<file path="config.mk">
export PLATFORM = sky130hd
export DESIGN_NAME = timer_sched
export DESIGN_NICKNAME = d
export VERILOG_FILES = /design/src/rtl/timer_sched.sv
export SDC_FILE = /design/constraint.sdc
export NUM_CORES = 1
export LEC_CHECK = 0
export CAP_MARGIN = 10
export CORE_MARGIN = 2
export CORE_UTILIZATION = 44
export CTS_BUF_LIST = sky130_fd_sc_hd__clkbuf_4
export DETAILED_ROUTE_END_ITERATION = 16
export HOLD_SLACK_MARGIN = 0.02
export PLACE_DENSITY = 0.84
export SETUP_SLACK_MARGIN = 0.05
export SLEW_MARGIN = 5
export SYNTH_ARGS = -nofsm -noshare
export SYNTH_HDL_FRONTEND = slang
export SYNTH_SLANG_ARGS = --single-unit
</file>
<file path="constraint.sdc">
create_clock -name clk_in -period 1.8 [get_ports clk_in]
set_input_delay 0.18 -clock clk_in [delete_from_list [all_inputs] [get_ports clk_in]]
set_output_delay 0.18 -clock clk_in [all_outputs]
set_load 0.01 [all_outputs]
</file>
<file path="src/rtl/timer_sched.sv">
// timer_sched: one programmable timeout counter shared round-robin among NCH
// requesting channels. In IDLE the first requesting channel at or above the
// round-robin pointer wins the counter. It receives a one-cycle gnt pulse.
// The counter then runs lim+1 cycles and ends with a one-cycle done pulse to
// that channel, unless cancel aborts the run first.
//
// Ports:
//   clk_in    rising-edge clock
//   arst      asynchronous active-high reset
//   req       per-channel request level (bit i = channel i)
//   load_val  per-channel limit, channel i at [i*CW +: CW], sampled at grant
//   cancel    synchronous abort of the running timeout (ignored in IDLE)
//   gnt       one-hot one-cycle grant pulse
//   done      one-hot one-cycle terminal pulse to the owning channel
//   busy      high while the counter is owned
//   owner     index of the current or most recent owner
module timer_sched #(
    parameter int NCH = 4,
    parameter int CW  = 8,
    parameter int IW  = 2
) (
    input  logic              clk_in,
    input  logic              arst,
    input  logic [NCH-1:0]    req,
    input  logic [NCH*CW-1:0] load_val,
    input  logic              cancel,
    output logic [NCH-1:0]    gnt,
    output logic [NCH-1:0]    done,
    output logic              busy,
    output logic [IW-1:0]     owner
);

    typedef enum logic {IDLE, RUN} state_t;

    state_t         state_reg, state_next;
    logic [CW-1:0]  cnt_reg, cnt_next;
    logic [CW-1:0]  lim_reg, lim_next;
    logic [IW-1:0]  rr_ptr_reg, rr_ptr_next;
    logic [IW-1:0]  owner_reg, owner_next;
    logic [NCH-1:0] gnt_reg, gnt_next;
    logic [NCH-1:0] done_reg, done_next;
    logic           busy_reg, busy_next;

    // Per-channel limit slices, indexed by channel number.
    logic [CW-1:0]  lim_arr [NCH];

    // Requests viewed in search order: entry k is channel (rr_ptr + k) mod NCH.
    logic [IW-1:0]  cand_idx [NCH];
    logic [NCH-1:0] cand_req;

    generate
        for (genvar gi = 0; gi < NCH; gi++) begin : g_chan
            logic [IW:0] sum;

            assign lim_arr[gi] = load_val[gi*CW +: CW];

            // One extra bit holds rr_ptr + gi without overflow; a single
            // conditional subtract is enough because the sum stays below 2*NCH.
            assign sum = {1'b0, rr_ptr_reg} + (IW+1)'(gi);
            assign cand_idx[gi] = (sum >= (IW+1)'(NCH)) ? (sum[IW-1:0] - IW'(NCH))
                                                        : sum[IW-1:0];
            assign cand_req[gi] = req[cand_idx[gi]];
        end
    endgenerate

    // Winner: the first requesting channel in search order.
    logic          found;
    logic [IW-1:0] win;

    always_comb begin
        found = 1'b0;
        win   = cand_idx[0];
        for (int k = 0; k < NCH; k++) begin
            if (!found && cand_req[k]) begin
                found = 1'b1;
                win   = cand_idx[k];
            end
        end
    end

    always_comb begin
        state_next  = state_reg;
        cnt_next    = cnt_reg;
        lim_next    = lim_reg;
        rr_ptr_next = rr_ptr_reg;
        owner_next  = owner_reg;
        gnt_next    = '0;
        done_next   = '0;
        busy_next   = busy_reg;

        case (state_reg)
            IDLE: begin
                // cancel has no meaning here and must not suppress a grant.
                if (found) begin
                    gnt_next    = NCH'(1) << win;
                    owner_next  = win;
                    lim_next    = lim_arr[win];
                    cnt_next    = '0;
                    busy_next   = 1'b1;
                    rr_ptr_next = (win == IW'(NCH-1)) ? '0 : win + 1'b1;
                    state_next  = RUN;
                end
            end
            RUN: begin
                // cancel takes priority even on the terminal edge: no done.
                if (cancel) begin
                    cnt_next   = '0;
                    busy_next  = 1'b0;
                    state_next = IDLE;
                end else if (cnt_reg == lim_reg) begin
                    done_next  = NCH'(1) << owner_reg;
                    cnt_next   = '0;
                    busy_next  = 1'b0;
                    state_next = IDLE;
                end else begin
                    cnt_next = cnt_reg + 1'b1;
                end
            end
            default: begin
                cnt_next   = '0;
                busy_next  = 1'b0;
                state_next = IDLE;
            end
        endcase
    end

    always_ff @(posedge clk_in or posedge arst) begin
        if (arst) begin
            state_reg  <= IDLE;
            cnt_reg    <= '0;
            lim_reg    <= '0;
            rr_ptr_reg <= '0;
            owner_reg  <= '0;
            gnt_reg    <= '0;
            done_reg   <= '0;
            busy_reg   <= 1'b0;
        end else begin
            state_reg  <= state_next;
            cnt_reg    <= cnt_next;
            lim_reg    <= lim_next;
            rr_ptr_reg <= rr_ptr_next;
            owner_reg  <= owner_next;
            gnt_reg    <= gnt_next;
            done_reg   <= done_next;
            busy_reg   <= busy_next;
        end
    end

    assign gnt   = gnt_reg;
    assign done  = done_reg;
    assign busy  = busy_reg;
    assign owner = owner_reg;

endmodule
</file>
After elaboration in Yosys (flattened, before gate mapping):

Index checks and enable logic that the tools add are counted.

* register bits: 30
* input port bits: 39
* output and inout bits: 11
* logic and storage cells: 70

* $add $sub $neg: 5
* magnitude comparators: 5
* equal/unequal tests: 4
* shift-type cells: 2
* multiplexer cells: 36
* bitwise operators: 2
* reductions and logical operators: 8

Operator list (count)
* 2-to-1 mux 8 bit: 5
* 2-to-1 mux 4 bit: 5
* binary-select mux 8 bit (select 2 bit): 1
* case mux 8 bit (2 select lines): 1
* 2-to-1 mux 1 bit: 14
* < comparator 2 x 3 -> 1 bit (second input constant): 4
* adder 8 x 1 -> 8 bit (second input constant): 1
* binary-select mux 1 bit (select 2 bit): 4
* equality test 8 bit: 1
* 2-to-1 mux 2 bit: 4
* left shift 1 x 2 -> 4 bit (first input constant): 2
* adder 2 x 1 -> 2 bit (second input constant): 2
* adder 2 bit (second input constant): 2
* case mux 1 bit (2 select lines): 2
* AND reduction 2 bit: 2
* greater-or-equal comparator 3 bit (second input constant): 1
* logical AND 1 bit: 3
* logical NOT 1 bit: 3
* inequality test 3 x 2 -> 1 bit (second input constant): 1
* NOT 2 -> 3 bit: 1
* equality test 2 bit (second input constant): 1
* inequality test 2 bit (second input constant): 1
* NOT 1 bit: 1

Depth between registers and ports, before layout:

* depth in word-level cells: 16
* mapped depth: 8
* mapped depth without buffers: 6

Worst setup path after synthesis:

Ideal clock, no wire load.

* path kind: reg-to-reg
* start: reg rr_ptr_reg[0]
* end: reg lim_reg[0]
* setup time: 0.153 ns
* data arrival time: 1.515 ns
* required time: 1.647 ns
* slack: 0.132 ns
* cell stages (with the launch flop): 8
* buffers on the path: 1
* clock period less this slack: 1.668 ns
* path through: dfrtp_1 > nor2b_1 > o21a_1 > buf_6 > nor3_4 > inv_4 > a2111oi_0 > a211oi_1

* word-level cells in the longest chain between the ends: 16
* elaborated cells between the ends (all ways): 29
* those cells by class: add/sub: 3; mux: 18; bitwise: 1; reduce/logical: 7

Ends and longest elaborated chain
* from (decl): RTL line 38 `logic [IW-1:0] rr_ptr_reg, rr_ptr_next;`
* from (signal assigned): RTL line 141 `rr_ptr_reg <= rr_ptr_next;`
* parallel branches: the longest is 11 deep, another holds adder 2 x 1 -> 2 bit
* 2-to-1 mux 2 bit *: RTL line 74 `if (!found && cand_req[k]) begin`
* net win[0]: RTL line 68 `logic [IW-1:0] win;`
* NOT 2 -> 3 bit (implied by the code) *: RTL line 97 `lim_next = lim_arr[win];`
* binary-select mux 8 bit (select 2 bit) *: RTL line 97
* 2-to-1 mux 8 bit (implied by the code) * (2 in series): RTL line 97
* to (signal assigned): RTL line 140 `lim_reg <= lim_next;`
* to (decl): RTL line 37 `logic [CW-1:0] lim_reg, lim_next;`

Mark *: on every way through the listed nets, which the timed path passes. The select of a mux whose other input is x is not followed.
A chain may end at the register's enable or synchronous reset.

Final worst setup path:

* start: reg rr_ptr_reg[1]
* end: reg lim_reg[2]

Same word-level chain as after synthesis.

==> impl_metrics.env <==
export IMPL_crit_fanout=9
export IMPL_skew_ns=0.0117
export IMPL_cts_hold_buffers=0
export IMPL_synthXorXnorAreaFrac_pct=5.72
export IMPL_final_setup_tns_ns=0
export IMPL_portBuffers=49
export IMPL_die_width_um=65.9
export IMPL_fin_cells=292
export IMPL_hold_violations=0
export IMPL_worst_pin_slew_ns=0.470
export IMPL_drive_gt1_share_pct=23.8
export IMPL_synthSimpleGateAreaFrac_pct=21.8
export IMPL_grt_max_degree=31
export IMPL_num_vias=1608
export IMPL_track_usage_pct=22.3
export IMPL_synth_top_cells_by_area="dfrtp_1, mux2i_1, nor4b_1"
export IMPL_die_area_mm2=0.00434
export IMPL_synth_top_cell_area_share_pct=44.6
export IMPL_fin_crit_sh_pct=96.9
export IMPL_min_period_ns=1.74
export IMPL_area_growth_pct=53.0
export IMPL_clock_sinks=30
export IMPL_dp_hpwl_um=3200
export IMPL_cts_tree="built"
export IMPL_worstPathRequired_ns=1.99
export IMPL_yosys_warnings=0
export IMPL_num_antenna_cells=0
export IMPL_antenna_found_initial=0
export IMPL_n_fill_cell=283
export IMPL_clock_path_buffers=2
export IMPL_crit_slowest_cell="a2111oi_2"
export IMPL_preCtsSetupSlack_ns=-0.402
export IMPL_dr_pass1_iters=4
export IMPL_layout_setup_ws_ns=0.0566
export IMPL_dp_cells=283
export IMPL_fmax_ghz=0.574
export IMPL_std_cell_rows=22
export IMPL_criticalPathCategory="reg -> reg"
export IMPL_yosys_area_top_type="dfrtp_1"
export IMPL_synth_ff_type="dfrtp_1"
export IMPL_ys_types=36
export IMPL_drc_errors=0
export IMPL_synth_adder_area_share_pct=3.71
export IMPL_slowest_delay_ns=0.44
export IMPL_core_mm2=0.00366
export IMPL_initial_core_util_pct=46.0
export IMPL_htreeDepth=2
export IMPL_worst_setup_path_start_kind="flip-flop"
export IMPL_post_route_util_pct=70.4
export IMPL_synth_edff_count=0
export IMPL_leakagePower_nw=1.12
export IMPL_synth_compound_area_share_pct=16.0
export IMPL_setup_violations=0
export IMPL_grt_pass1_wl_um=7220
export IMPL_ir_drop_mv=0.861
export IMPL_syn_inst=163
export IMPL_layout_commonest_cell="clkdlybuf4s50_1"
export IMPL_endpoint_kind="flip-flop"
export IMPL_synth_seq_area_share_pct=44.6
export IMPL_drt_wl_total_um=4400
export IMPL_clk_transition_reported_paths_ns=0.10
export IMPL_numCtsBuffers=5
export IMPL_antenna_left=0
export IMPL_drt_iter0_drc=114
export IMPL_syn_nets=207
export IMPL_synthesis_area_mm2=0.00168
export IMPL_grt_overflow_total=0
export IMPL_synth_seq_cells=30
export IMPL_slew_violations=0
export IMPL_hold_path_class="in -> async"
export IMPL_rsz0062_at_grt="yes"
export IMPL_avgSynthCellArea_um2=10.3
export IMPL_final_cell_mix="clkdlybuf4s50_1, dfrtp_1, buf_4"
export IMPL_status="complete, no violations"
export IMPL_ff_latch_area_um2=751
export IMPL_wl_per_cell_um=15.1
export IMPL_io_pins=50
export IMPL_gp_congestion=0.872
export IMPL_slew_headroom_pct=68.7
export IMPL_via_per_inst=5.51
export IMPL_synthMuxAreaShare_pct=5.42
export IMPL_powerDensity_mw_per_mm2=1220
export IMPL_grt_pass1_vias=1551
export IMPL_synth_top_family_by_area="simple AND/OR/NAND/NOR gates"
export IMPL_crit_chain="or3_1, nand4b_1, nand2_4, a2111oi_2, a211oi_2"
export IMPL_clockRootBuffer="clkbuf_4"
export IMPL_drv_cap=0
export IMPL_fin_nets=288
export IMPL_insertion_delay_ns=0.33
export IMPL_die_h_um=65.9
export IMPL_multi_input_area_um2=965
export IMPL_cp_arrival_ns=1.94
export IMPL_ys_async_sr_fraction_pct=100
==> final cells by class <==
| class | instances | area share, % |
|---|---|---|
| multi-input cells | 125 | 37.4 |
| flip-flops and latches | 30 | 29.1 |
| well taps | 48 | 2.33 |
| inverters | 3 | 0.534 |
| repair buffers | 79 | 28.5 |
| clock buffers | 7 | 2.04 |
==> cells in the mapped netlist (all sizes together), types with 2 or more instances <==
| master | n |
|---|---|
| nor4b | 9 |
| a22o | 4 |
| nor2 | 16 |
| and3 | 3 |
| nand2 | 9 |
| ha | 5 |
| dfrtp | 30 |
| buf | 2 |
| o21ai | 3 |
| nor2b | 2 |
| nand2b | 6 |
| mux2i | 8 |
| a2111oi | 8 |
| and2 | 4 |
| xor2 | 9 |
| inv | 3 |
| a31oi | 3 |
| a21oi | 8 |
| nand3 | 3 |
| xnor2 | 2 |
| clkbuf | 3 |
| nor4 | 4 |
| or2 | 2 |
| a211oi | 8 |
==> metal layers <==
metal  global-route usage [%]  share of wire, %
met2                     38.3                53
met4                     6.51               1.3
met1                     27.6                41
met3                     5.62               4.8
met5                        0                 0
==> path summary, 6_finish.rpt <==
check | slack [ns] | cells past startpoint | from | end
worst min register to register | 0.53 | 1 | owner[0]$_DFFE_PP0P_ | done[0]$_DFF_PP0_
min in group clk_in | 0.51 | 3 | load_val[24] | lim_reg[0]$_DFFE_PP0P_
max in group asynchronous | 1.30 | 3 | arst | owner[1]$_DFFE_PP0P_
worst max register to register | 0.06 | 5 | rr_ptr_reg[1]$_DFFE_PP0P_ | lim_reg[2]$_DFFE_PP0P_
worst min-delay path | 0.22 | 3 | arst | rr_ptr_reg[0]$_DFFE_PP0P_
worst max-delay path | 0.06 | 5 | rr_ptr_reg[1]$_DFFE_PP0P_ | lim_reg[2]$_DFFE_PP0P_
==> critical path: cells and delay by family (launching register included) <==
kind	cells	cell delay, ns
flops	1	0.38
simple gates	3	0.70
compound gates	2	0.52
==> logic make-up (layout without fill, tap and decap cells) <==
group	count (synthesis)	in the layout
xor+xnor	11	11
mux	9	9
compound gates	37	37
buf+inv	8	89
simple gates	63	63
flops	30	30
fa+ha+maj	5	5
==> stage by stage <==
step                      cell area [um2]  hold slack (ns)  power, mW
after CTS                            2490            0.229       2.98
after global routing                 2580            0.243       3.35
after floorplan                      1680            0.271       1.85
final                                2580            0.222       3.13
after detailed placement             2420            0.508       2.54
after global placement               2420            0.509       2.50
==> power by group <==
group / switching, mW / total [mW] / internal (mW) / leakage, nW
clock: 0.225 / 0.402 / 0.177 / 0.0322
sequential: 0.157 / 1.04 / 0.880 / 0.380
combinational: 0.832 / 1.69 / 0.862 / 0.711
total: 1.21 / 3.13 / 1.92 / 1.12
==> repair_timing <==
item                                    in CTS  in global routing
resized for setup                            8                 18
endpoints found under the setup margin       8                 13
setup buffers                                0                  2
pin swaps                                    0                  2
Note: power is estimated with default switching activity, not from simulation.
